<file path="src/rtl/seg7_scan_driver.sv">
// Multiplexed seven-segment scan driver: shadowed digit codes, frame-boundary
// display update, BCD/hex decode, leading-zero blanking. Optional DP path via SEG7_DP_EN.
module seg7_scan_driver #(
    parameter int DIGITS   = 4,
    parameter int PRESCALE = 3000,
    parameter int BLANK    = 60
) (
    input  logic                  clk,
    input  logic                  rst,
    input  logic                  load,
    input  logic [4*DIGITS-1:0]   data,
    input  logic [DIGITS-1:0]     dp_in,
    input  logic                  hex_mode,
    input  logic                  lz_blank,
    output logic [6:0]            seg,
    output logic                  dp,
    output logic [DIGITS-1:0]     an,
    output logic                  frame_tick
);
    localparam int PW = (PRESCALE > 1) ? $clog2(PRESCALE) : 1;
    localparam int IW = (DIGITS > 1) ? $clog2(DIGITS) : 1;
    localparam logic [PW-1:0] PC_MAX  = PW'(PRESCALE - 1);
    localparam logic [IW-1:0] IDX_MAX = IW'(DIGITS - 1);

    logic [PW-1:0]              pcnt_q, pcnt_d;
    logic [IW-1:0]              idx_q, idx_d;
    logic [DIGITS-1:0][3:0]     shadow_q, shadow_d;
    logic [DIGITS-1:0][3:0]     disp_q, disp_d;
    logic                       pending_q, pending_d;
    logic [6:0]                 seg_q, seg_d;
    logic [DIGITS-1:0]          an_q, an_d;
    logic                       tick;
    logic                       zero_above, lz_hit;

    function automatic logic [6:0] decode(input logic [3:0] code, input logic hex);
        logic [6:0] s;
        case (code)
            4'h0: s = 7'b0000001;
            4'h1: s = 7'b1001111;
            4'h2: s = 7'b0010010;
            4'h3: s = 7'b0000110;
            4'h4: s = 7'b1001100;
            4'h5: s = 7'b0100100;
            4'h6: s = 7'b0100000;
            4'h7: s = 7'b0001111;
            4'h8: s = 7'b0000000;
            4'h9: s = 7'b0000100;
            4'hA: s = 7'b0001000;
            4'hB: s = 7'b1100000;
            4'hC: s = 7'b0110001;
            4'hD: s = 7'b1000010;
            4'hE: s = 7'b0110000;
            default: s = 7'b0111000;
        endcase
        if (!hex && code > 4'd9) s = 7'b1111111;
        return s;
    endfunction

    assign tick       = (pcnt_q == PC_MAX) && (idx_q == IDX_MAX);
    assign frame_tick = tick;
    assign seg        = seg_q;
    assign an         = an_q;

    always_comb begin
        pcnt_d    = pcnt_q + PW'(1);
        idx_d     = idx_q;
        if (pcnt_q == PC_MAX) begin
            pcnt_d = '0;
            idx_d  = (idx_q == IDX_MAX) ? '0 : idx_q + IW'(1);
        end
        shadow_d  = shadow_q;
        disp_d    = disp_q;
        pending_d = pending_q;
        // Boundary transfer uses the old shadow; a coincident load re-arms pending.
        if (tick && pending_q) begin
            disp_d    = shadow_q;
            pending_d = 1'b0;
        end
        if (load) begin
            shadow_d  = data;
            pending_d = 1'b1;
        end
    end

    // A digit is a leading zero when it and every more significant digit are 0.
    always_comb begin
        zero_above = 1'b1;
        lz_hit     = 1'b0;
        for (int i = DIGITS - 1; i >= 1; i--) begin
            zero_above = zero_above & (disp_q[i] == 4'd0);
            if (zero_above && idx_q == IW'(i)) lz_hit = 1'b1;
        end
        seg_d = (lz_blank && lz_hit) ? 7'b1111111 : decode(disp_q[idx_q], hex_mode);
        an_d  = '1;
        if (32'(pcnt_q) >= BLANK) an_d[idx_q] = 1'b0;
    end

    always_ff @(posedge clk or posedge rst) begin
        if (rst) begin
            pcnt_q    <= '0;
            idx_q     <= '0;
            shadow_q  <= '0;
            disp_q    <= '0;
            pending_q <= 1'b0;
            seg_q     <= 7'b1111111;
            an_q      <= '1;
        end else begin
            pcnt_q    <= pcnt_d;
            idx_q     <= idx_d;
            shadow_q  <= shadow_d;
            disp_q    <= disp_d;
            pending_q <= pending_d;
            seg_q     <= seg_d;
            an_q      <= an_d;
        end
    end

`ifdef SEG7_DP_EN
    logic [DIGITS-1:0] shadow_dp_q, shadow_dp_d;
    logic [DIGITS-1:0] disp_dp_q, disp_dp_d;
    logic              dp_q, dp_d;

    always_comb begin
        shadow_dp_d = load ? dp_in : shadow_dp_q;
        disp_dp_d   = (tick && pending_q) ? shadow_dp_q : disp_dp_q;
        dp_d        = ~disp_dp_q[idx_q];
    end

    always_ff @(posedge clk or posedge rst) begin
        if (rst) begin
            shadow_dp_q <= '0;
            disp_dp_q   <= '0;
            dp_q        <= 1'b1;
        end else begin
            shadow_dp_q <= shadow_dp_d;
            disp_dp_q   <= disp_dp_d;
            dp_q        <= dp_d;
        end
    end

    assign dp = dp_q;
`else
    logic unused_dp_in;
    assign unused_dp_in = ^dp_in;
    assign dp = 1'b1;
`endif
endmodule

</file>
<file path="config.mk">
export PLATFORM = sky130hd
export DESIGN_NAME = seg7_scan_driver
export DESIGN_NICKNAME = d
export VERILOG_FILES = /design/src/rtl/seg7_scan_driver.sv
export SDC_FILE = /design/constraint.sdc
export NUM_CORES = 1
export LEC_CHECK = 0
export ABC_CLOCK_PERIOD_IN_PS = 2600
export BUFFER_PORTS_ARGS = -buffer_cell sky130_fd_sc_hd__buf_2
export CAP_MARGIN = 20
export CORE_ASPECT_RATIO = 1.1
export CORE_MARGIN = 4
export CORE_UTILIZATION = 59
export CTS_BUF_LIST = sky130_fd_sc_hd__clkbuf_8
export DETAILED_ROUTE_END_ITERATION = 10
export PLACE_DENSITY = 0.89
export SYNTH_ARGS = -nofsm -noshare
export SYNTH_HDL_FRONTEND = slang
export SYNTH_SLANG_ARGS = --single-unit
export TNS_END_PERCENT = 20
</file>
<file path="constraint.sdc">
create_clock -name clk -period 2.6 [get_ports clk]
set_input_delay 0.13 -clock clk [delete_from_list [all_inputs] [get_ports clk]]
set_output_delay 0.13 -clock clk [all_outputs]
set_load 0.02 [all_outputs]
</file>
==> impl_metrics.env, run 1 <==
export IMPL_syn_area_um2=2850
export IMPL_internal_power_w=0.00153
export IMPL_endpoint_kind="flop"
export IMPL_sw_frac_of_total=0.206
export IMPL_drc=0
export IMPL_tritoncts_num_buffers=9
export IMPL_syn_nets=263
export IMPL_powerDensity_nw_per_um2=585
export IMPL_cts_setup_buffers=0
export IMPL_wirelength_um=5080
export IMPL_crit_fanout=9
export IMPL_skew_ns=0.00776
export IMPL_drt_iter0_drc=163
export IMPL_cts_buffer_depth=2
export IMPL_rsz0062_at_grt="false"
export IMPL_die_area_um2=6000
export IMPL_grt_antenna_before_repair=0
export IMPL_finalHoldViolations=0
export IMPL_grt_max_degree=50
export IMPL_dp_final_hpwl_um=3530
export IMPL_placementRows=26
export IMPL_syn_avg_cell_area_um2=12.6
export IMPL_slowest_delay_ns=0.62
export IMPL_crit_chain="mux4_2, inv_1, ha_1, nor2_1, nor2_1, o32a_1, o311ai_0"
export IMPL_areaGrowthSynthToFinish_pct=15.4
export IMPL_synth_flop_cell="dfrtp_1"
export IMPL_drive_gt1_frac=0.383
export IMPL_worstPathRequired_ns=2.83
export IMPL_setup_viol=0
export IMPL_clk_latency_ns=0.34
export IMPL_wl_per_cell_um=15.6
export IMPL_fp_dieH_um=80.8
export IMPL_firstDrtPassIters=4
export IMPL_postSynthCellCount=225
export IMPL_clk_pin_slew_ns=0.07
export IMPL_fill_cells=307
export IMPL_initial_core_util=0.612
export IMPL_outcome="finished clean"
export IMPL_ys_warnings_count=0
export IMPL_first_global_vias=1912
export IMPL_fin_crit_sh=0.873
export IMPL_hold_ws_ns=0.0195
export IMPL_p_seq_frac=0.491
export IMPL_cp_data_arrival_time_ns=2.50
export IMPL_reg2reg_depth=7
export IMPL_fmax_ghz=0.440
export IMPL_cap_violations=0
export IMPL_ant_nets=0
export IMPL_cts_tree="done"
export IMPL_grt_pass1_wl_um=9010
export IMPL_synth_cell_types=45
export IMPL_htreeDepth=3
export IMPL_core_area_um2=4650
export IMPL_vias_per_cell=5.56
export IMPL_drv_slew=0
export IMPL_cpMaxStageDelayCell="mux4_2"
export IMPL_hp_class="in2reg"
export IMPL_io_pin_count=38
export IMPL_p_switching_w=0.000395
export IMPL_final_cell_mix="dfrtp_1 (46), buf_2 (32), mux2_2 (23)"
export IMPL_gr_usage_all_layers=0.201
export IMPL_nets=302
export IMPL_leakagePower_nw=1.51
export IMPL_cp_start_kind="flop"
export IMPL_period_needed_ns=2.27
export IMPL_gp_congestion=0.793
export IMPL_cts_root_buffer="clkbuf_8"
export IMPL_comb_power_share=0.037
export IMPL_n_antenna_cell=0
export IMPL_vias=1808
export IMPL_hold_path_cell_count=2
export IMPL_die_w_um=74.2
export IMPL_cts_sinks=58
export IMPL_clockPowerShare=0.472
export IMPL_cp_common_cell="nor2_1"
export IMPL_grt_overflow_total=0
export IMPL_crit_type="reg2reg"
export IMPL_seq_area_frac_synth=0.515
export IMPL_final_common_cell="dfrtp_1"
export IMPL_async_flop_share=1.00
export IMPL_max_vdd_ir_drop_mv=0.394
export IMPL_synth_edff_count=0
export IMPL_numPortBuffers=32
export IMPL_final_setup_tns_ns=0
export IMPL_ys_ff_latch=58
## kinds of logic after synthesis
family,after synthesis,synth area share
buf+inv,20,0.0374
compound gates,19,0.0453
flops,58,0.515
other cells,1,0.00132
mux,42,0.197
fa+ha+maj,13,0.0572
xor+xnor,12,0.0369
simple gates,60,0.110
## metal layers
layer / wire, um / share of wire / global-route usage
met1: 2210 / 0.43 / 0.247
met3: 261 / 0.051 / 0.0557
met2: 2470 / 0.49 / 0.321
met5: 0 / 0 / 0
met4: 142 / 0.028 / 0.109
## per-stage QoR
stage / cell area (um^2) / worst slack [ns] / total power (W) / utilization / instances
after floorplan: 2850 / 0.491 / 0.000999 / - / 225
after global placement: 3030 / 0.333 / 0.00102 / 0.652 / 307
after detailed placement: 3030 / 0.223 / 0.00103 / 0.652 / 307
after CTS: 3250 / 0.194 / 0.00193 / 0.699 / 323
after global routing: 3280 / 0.149 / 0.00200 / 0.706 / 325
final: 3280 / 0.330 / 0.00192 / 0.706 / 325
## path summary, 6_finish.rpt
check                           slack (ns)            to      start
worst min register to register        0.47     pending_q  pending_q
worst min-delay path                  0.02  shadow_q[15]   data[15]
worst max-delay path                  0.33        seg[2]   idx_q[0]
min in group asynchronous             0.20     disp_q[5]        rst
worst max register to register        0.33        seg[2]   idx_q[0]
max in group asynchronous             1.67        seg[6]        rst
## sequential cells by signal (all words and copies together), names as in the netlist
| signal | count |
|---|---|
| disp_q | 16 |
| shadow_q | 16 |
| pcnt_q | 12 |
| seg | 7 |
| an | 4 |
| idx_q | 2 |
| pending_q | 1 |
## Yosys cell counts, drive strengths merged (5+ instances only)
cell type	instances	area share
nand3	9	0.016
dfstp	11	0.10
mux2	33	0.14
dfrtp	47	0.41
o21ai	7	0.012
buf	7	0.020
ha	13	0.057
inv	11	0.015
mux4	5	0.040
nor2	15	0.020
xor2	8	0.025
nand2	14	0.018
## final cells by class
cell class                 count  area [um^2]  area share
sequential                    58         1470       0.447
clock inverter                 6         81.3      0.0248
tap                           56         70.1      0.0213
timing repair buffer          37          213      0.0648
inverter                      11         41.3      0.0126
multi-input combinational    147         1270       0.388
clock buffer                  10          138      0.0419
## power groups by stage
stage | Sequential, W | Combinational, W | Clock, W
3_5_place_dp | 0.000958 | 0.0000690 | 0
2_1_floorplan | 0.000952 | 0.0000467 | 0
4_1_cts | 0.000942 | 0.0000691 | 0.000923
5_1_grt | 0.000945 | 0.0000821 | 0.000973
3_3_place_gp | 0.000956 | 0.0000657 | 0
6_report | 0.000942 | 0.0000719 | 0.000906
## repair_timing
action / 4_1_cts / 5_1_grt
hold buffers: 0 / 1
endpoints found under the setup margin: 0 / 1
resized for setup: 0 / 1
hold endpoints to repair: 0 / 47
## critical path, delay by kind of cell, from the launching register on
kind                       cells  cell delay, ns
adders and majority gates      1            0.24
muxes                          1            0.62
buffers and inverters          1            0.17
and+or+nand+nor                2            0.14
AOI/OAI and AO/OA              2            0.49
DFF                            1            0.50
Power figures use the tool's default switching activity.
==> inputs of run 2 (changes only) <==
Settings changed: CORE_UTILIZATION 59 to 57, CTS_BUF_LIST sky130_fd_sc_hd__clkbuf_8 to default, PLACE_DENSITY 0.89 to 0.87.
==> run 2 against run 1 <==
Sequential power about the same. Global-route usage decreased by 0.95 points. Largest power group is now the clock network. Clock power increased by 7.7%. Combinational power increased by 3.1%. Power increased by 3.7%. Register-to-register slack got worse by 0.08 ns. Die area increased by 3.2%. Utilization decreased by 1.0 points. Fmax decreased by 3.4%. Worst setup slack got worse by 0.079 ns. Highest routed layer unchanged. Count of clock-buffer cells in the layout increased by 1. Wire length decreased by 0.30%. Largest cell class unchanged.
==> impl_metrics.env, run 2 (synthesis results as in run 1) <==
export IMPL_vias_per_cell=5.55
export IMPL_cpMaxStageDelayCell="mux4_2"
export IMPL_gr_usage_all_layers=0.192
export IMPL_slowest_delay_ns=0.64
export IMPL_p_switching_w=0.000389
export IMPL_rsz0062_at_grt="false"
export IMPL_crit_chain="mux4_2, inv_1, ha_1, nor2_1, nor2_1, o32a_1, o311ai_0"
export IMPL_n_antenna_cell=0
export IMPL_fp_dieH_um=82.1
export IMPL_numPortBuffers=32
export IMPL_max_vdd_ir_drop_mv=0.468
export IMPL_placementRows=26
export IMPL_dp_final_hpwl_um=3580
export IMPL_drt_iter0_drc=162
export IMPL_period_needed_ns=2.35
export IMPL_cp_data_arrival_time_ns=2.58
export IMPL_htreeDepth=3
export IMPL_final_setup_tns_ns=0
export IMPL_finalHoldViolations=0
export IMPL_hp_class="in2reg"
export IMPL_comb_power_share=0.037
export IMPL_drc=0
export IMPL_grt_max_degree=50
export IMPL_fmax_ghz=0.426
export IMPL_endpoint_kind="flop"
export IMPL_drive_gt1_frac=0.378
export IMPL_sw_frac_of_total=0.195
export IMPL_cts_buffer_depth=2
export IMPL_p_seq_frac=0.473
export IMPL_cts_resized=0
export IMPL_fin_crit_sh=0.904
export IMPL_firstDrtPassIters=4
export IMPL_ant_nets=0
export IMPL_vias=1810
export IMPL_hold_ws_ns=0.0191
export IMPL_cts_setup_buffers=0
export IMPL_powerDensity_nw_per_um2=603
export IMPL_cts_root_buffer="clkbuf_8"
export IMPL_grt_pass1_wl_um=8670
export IMPL_gp_congestion=0.818
export IMPL_skew_ns=0.00574
export IMPL_tritoncts_num_buffers=9
export IMPL_leakagePower_nw=1.51
export IMPL_crit_type="reg2reg"
export IMPL_core_area_um2=4750
export IMPL_initial_core_util=0.599
export IMPL_setup_viol=0
export IMPL_place_ws_ns=0.252
export IMPL_final_common_cell="dfrtp_1"
export IMPL_drv_slew=0
export IMPL_worstPathRequired_ns=2.84
export IMPL_critical_path_buf_inv_count=1
export IMPL_nets=303
export IMPL_top_regs="disp_q x16, shadow_q x16, pcnt_q x12"
export IMPL_io_pin_count=38
export IMPL_clockPowerShare=0.490
export IMPL_die_w_um=75.4
export IMPL_fill_cells=334
export IMPL_clk_pin_slew_ns=0.07
export IMPL_crit_fanout=9
export IMPL_critPathTopFamily="multiplexers"
export IMPL_cts_tree="done"
export IMPL_cts_sinks=58
export IMPL_wirelength_um=5070
export IMPL_grt_overflow_total=0
export IMPL_cap_violations=0
export IMPL_layout_setup_ws_ns=0.251
export IMPL_first_global_vias=1833
export IMPL_die_area_um2=6190
export IMPL_cts_hold_buf=0
export IMPL_clk_latency_ns=0.34
export IMPL_wl_per_cell_um=15.5
export IMPL_cp_start_kind="flop"
export IMPL_cp_common_cell="nor2_1"
export IMPL_final_cell_mix="dfrtp_1 (47), buf_2 (32), mux2_2 (23)"
export IMPL_grt_antenna_before_repair=0
export IMPL_areaGrowthSynthToFinish_pct=16.1
export IMPL_outcome="finished clean"
export IMPL_internal_power_w=0.00160
## run 2: cell count changes in the layout (fill, tap and decap cells not counted)
cell and delta:
dfrtp_2 -1, clkbuf_8 -1, clkbuf_1 +2, clkinv_2 -1, dfrtp_1 +1, bufinv_16 +1, inv_1 -1, buf_4 +1
## run 2: worst register-to-register path, stage by stage (launching register included)
cell      delay [ns]
dfrtp_1         0.58
mux4_2          0.64
inv_1           0.16
ha_1            0.24
nor2_1          0.06
nor2_1          0.09
o32a_1          0.29
o311ai_0        0.19
## run 2: final cells by class
cell class,count,area [um^2],area share
multi-input cells,147,1270,0.385
flip-flops and latches,58,1470,0.443
repair buffers,38,220,0.0666
clock inverters,5,103,0.0310
inverters,11,41.3,0.0125
well taps,56,70.1,0.0212
clock buffers,11,131,0.0398
## run 2: per-layer routing
metal | part of all wire | up-vias | global-route usage | wire length [um]
met4 | 0.022 | 0 | 0.0944 | 114
met2 | 0.50 | 55 | 0.306 | 2520
met3 | 0.057 | 11 | 0.0569 | 289
met5 | 0 | - | 0 | 0
met1 | 0.42 | 879 | 0.236 | 2140
li1 | - | 865 | - | -
## run 2: worst paths after layout
kind | startpoint | depth (start not counted) | endpoint | slack [ns]
hold / removal | data[1] | 2 | shadow_q[1] | 0.02
max in group asynchronous | rst | 5 | seg[2] | 1.57
setup / recovery | idx_q[0] | 7 | seg[2] | 0.25
setup reg to reg | idx_q[0] | 7 | seg[2] | 0.25
hold reg to reg | pending_q | 1 | pending_q | 0.50
min in group asynchronous | rst | 3 | pcnt_q[10] | 0.30
## run 2: metrics by stage
step | cells | cell area, um^2 | power, W | utilization
6_report | 326 | 3300 | 0.00199 | 0.696
5_1_grt | 326 | 3300 | 0.00207 | 0.696
4_1_cts | 324 | 3270 | 0.00201 | 0.689
3_5_place_dp | 308 | 3040 | 0.00103 | 0.640
3_3_place_gp | 308 | 3040 | 0.00102 | 0.640
2_1_floorplan | 225 | 2850 | 0.000999 | -
## run 2: power by group through the flow
stage | registers (W) | clock network, W | logic [W]
after CTS | 0.000943 | 0.000995 | 0.0000714
final | 0.000942 | 0.000976 | 0.0000741
after global routing | 0.000945 | 0.00104 | 0.0000832
after floorplan | 0.000952 | 0 | 0.0000467
after global placement | 0.000956 | 0 | 0.0000667
after detailed placement | 0.000959 | 0 | 0.0000700
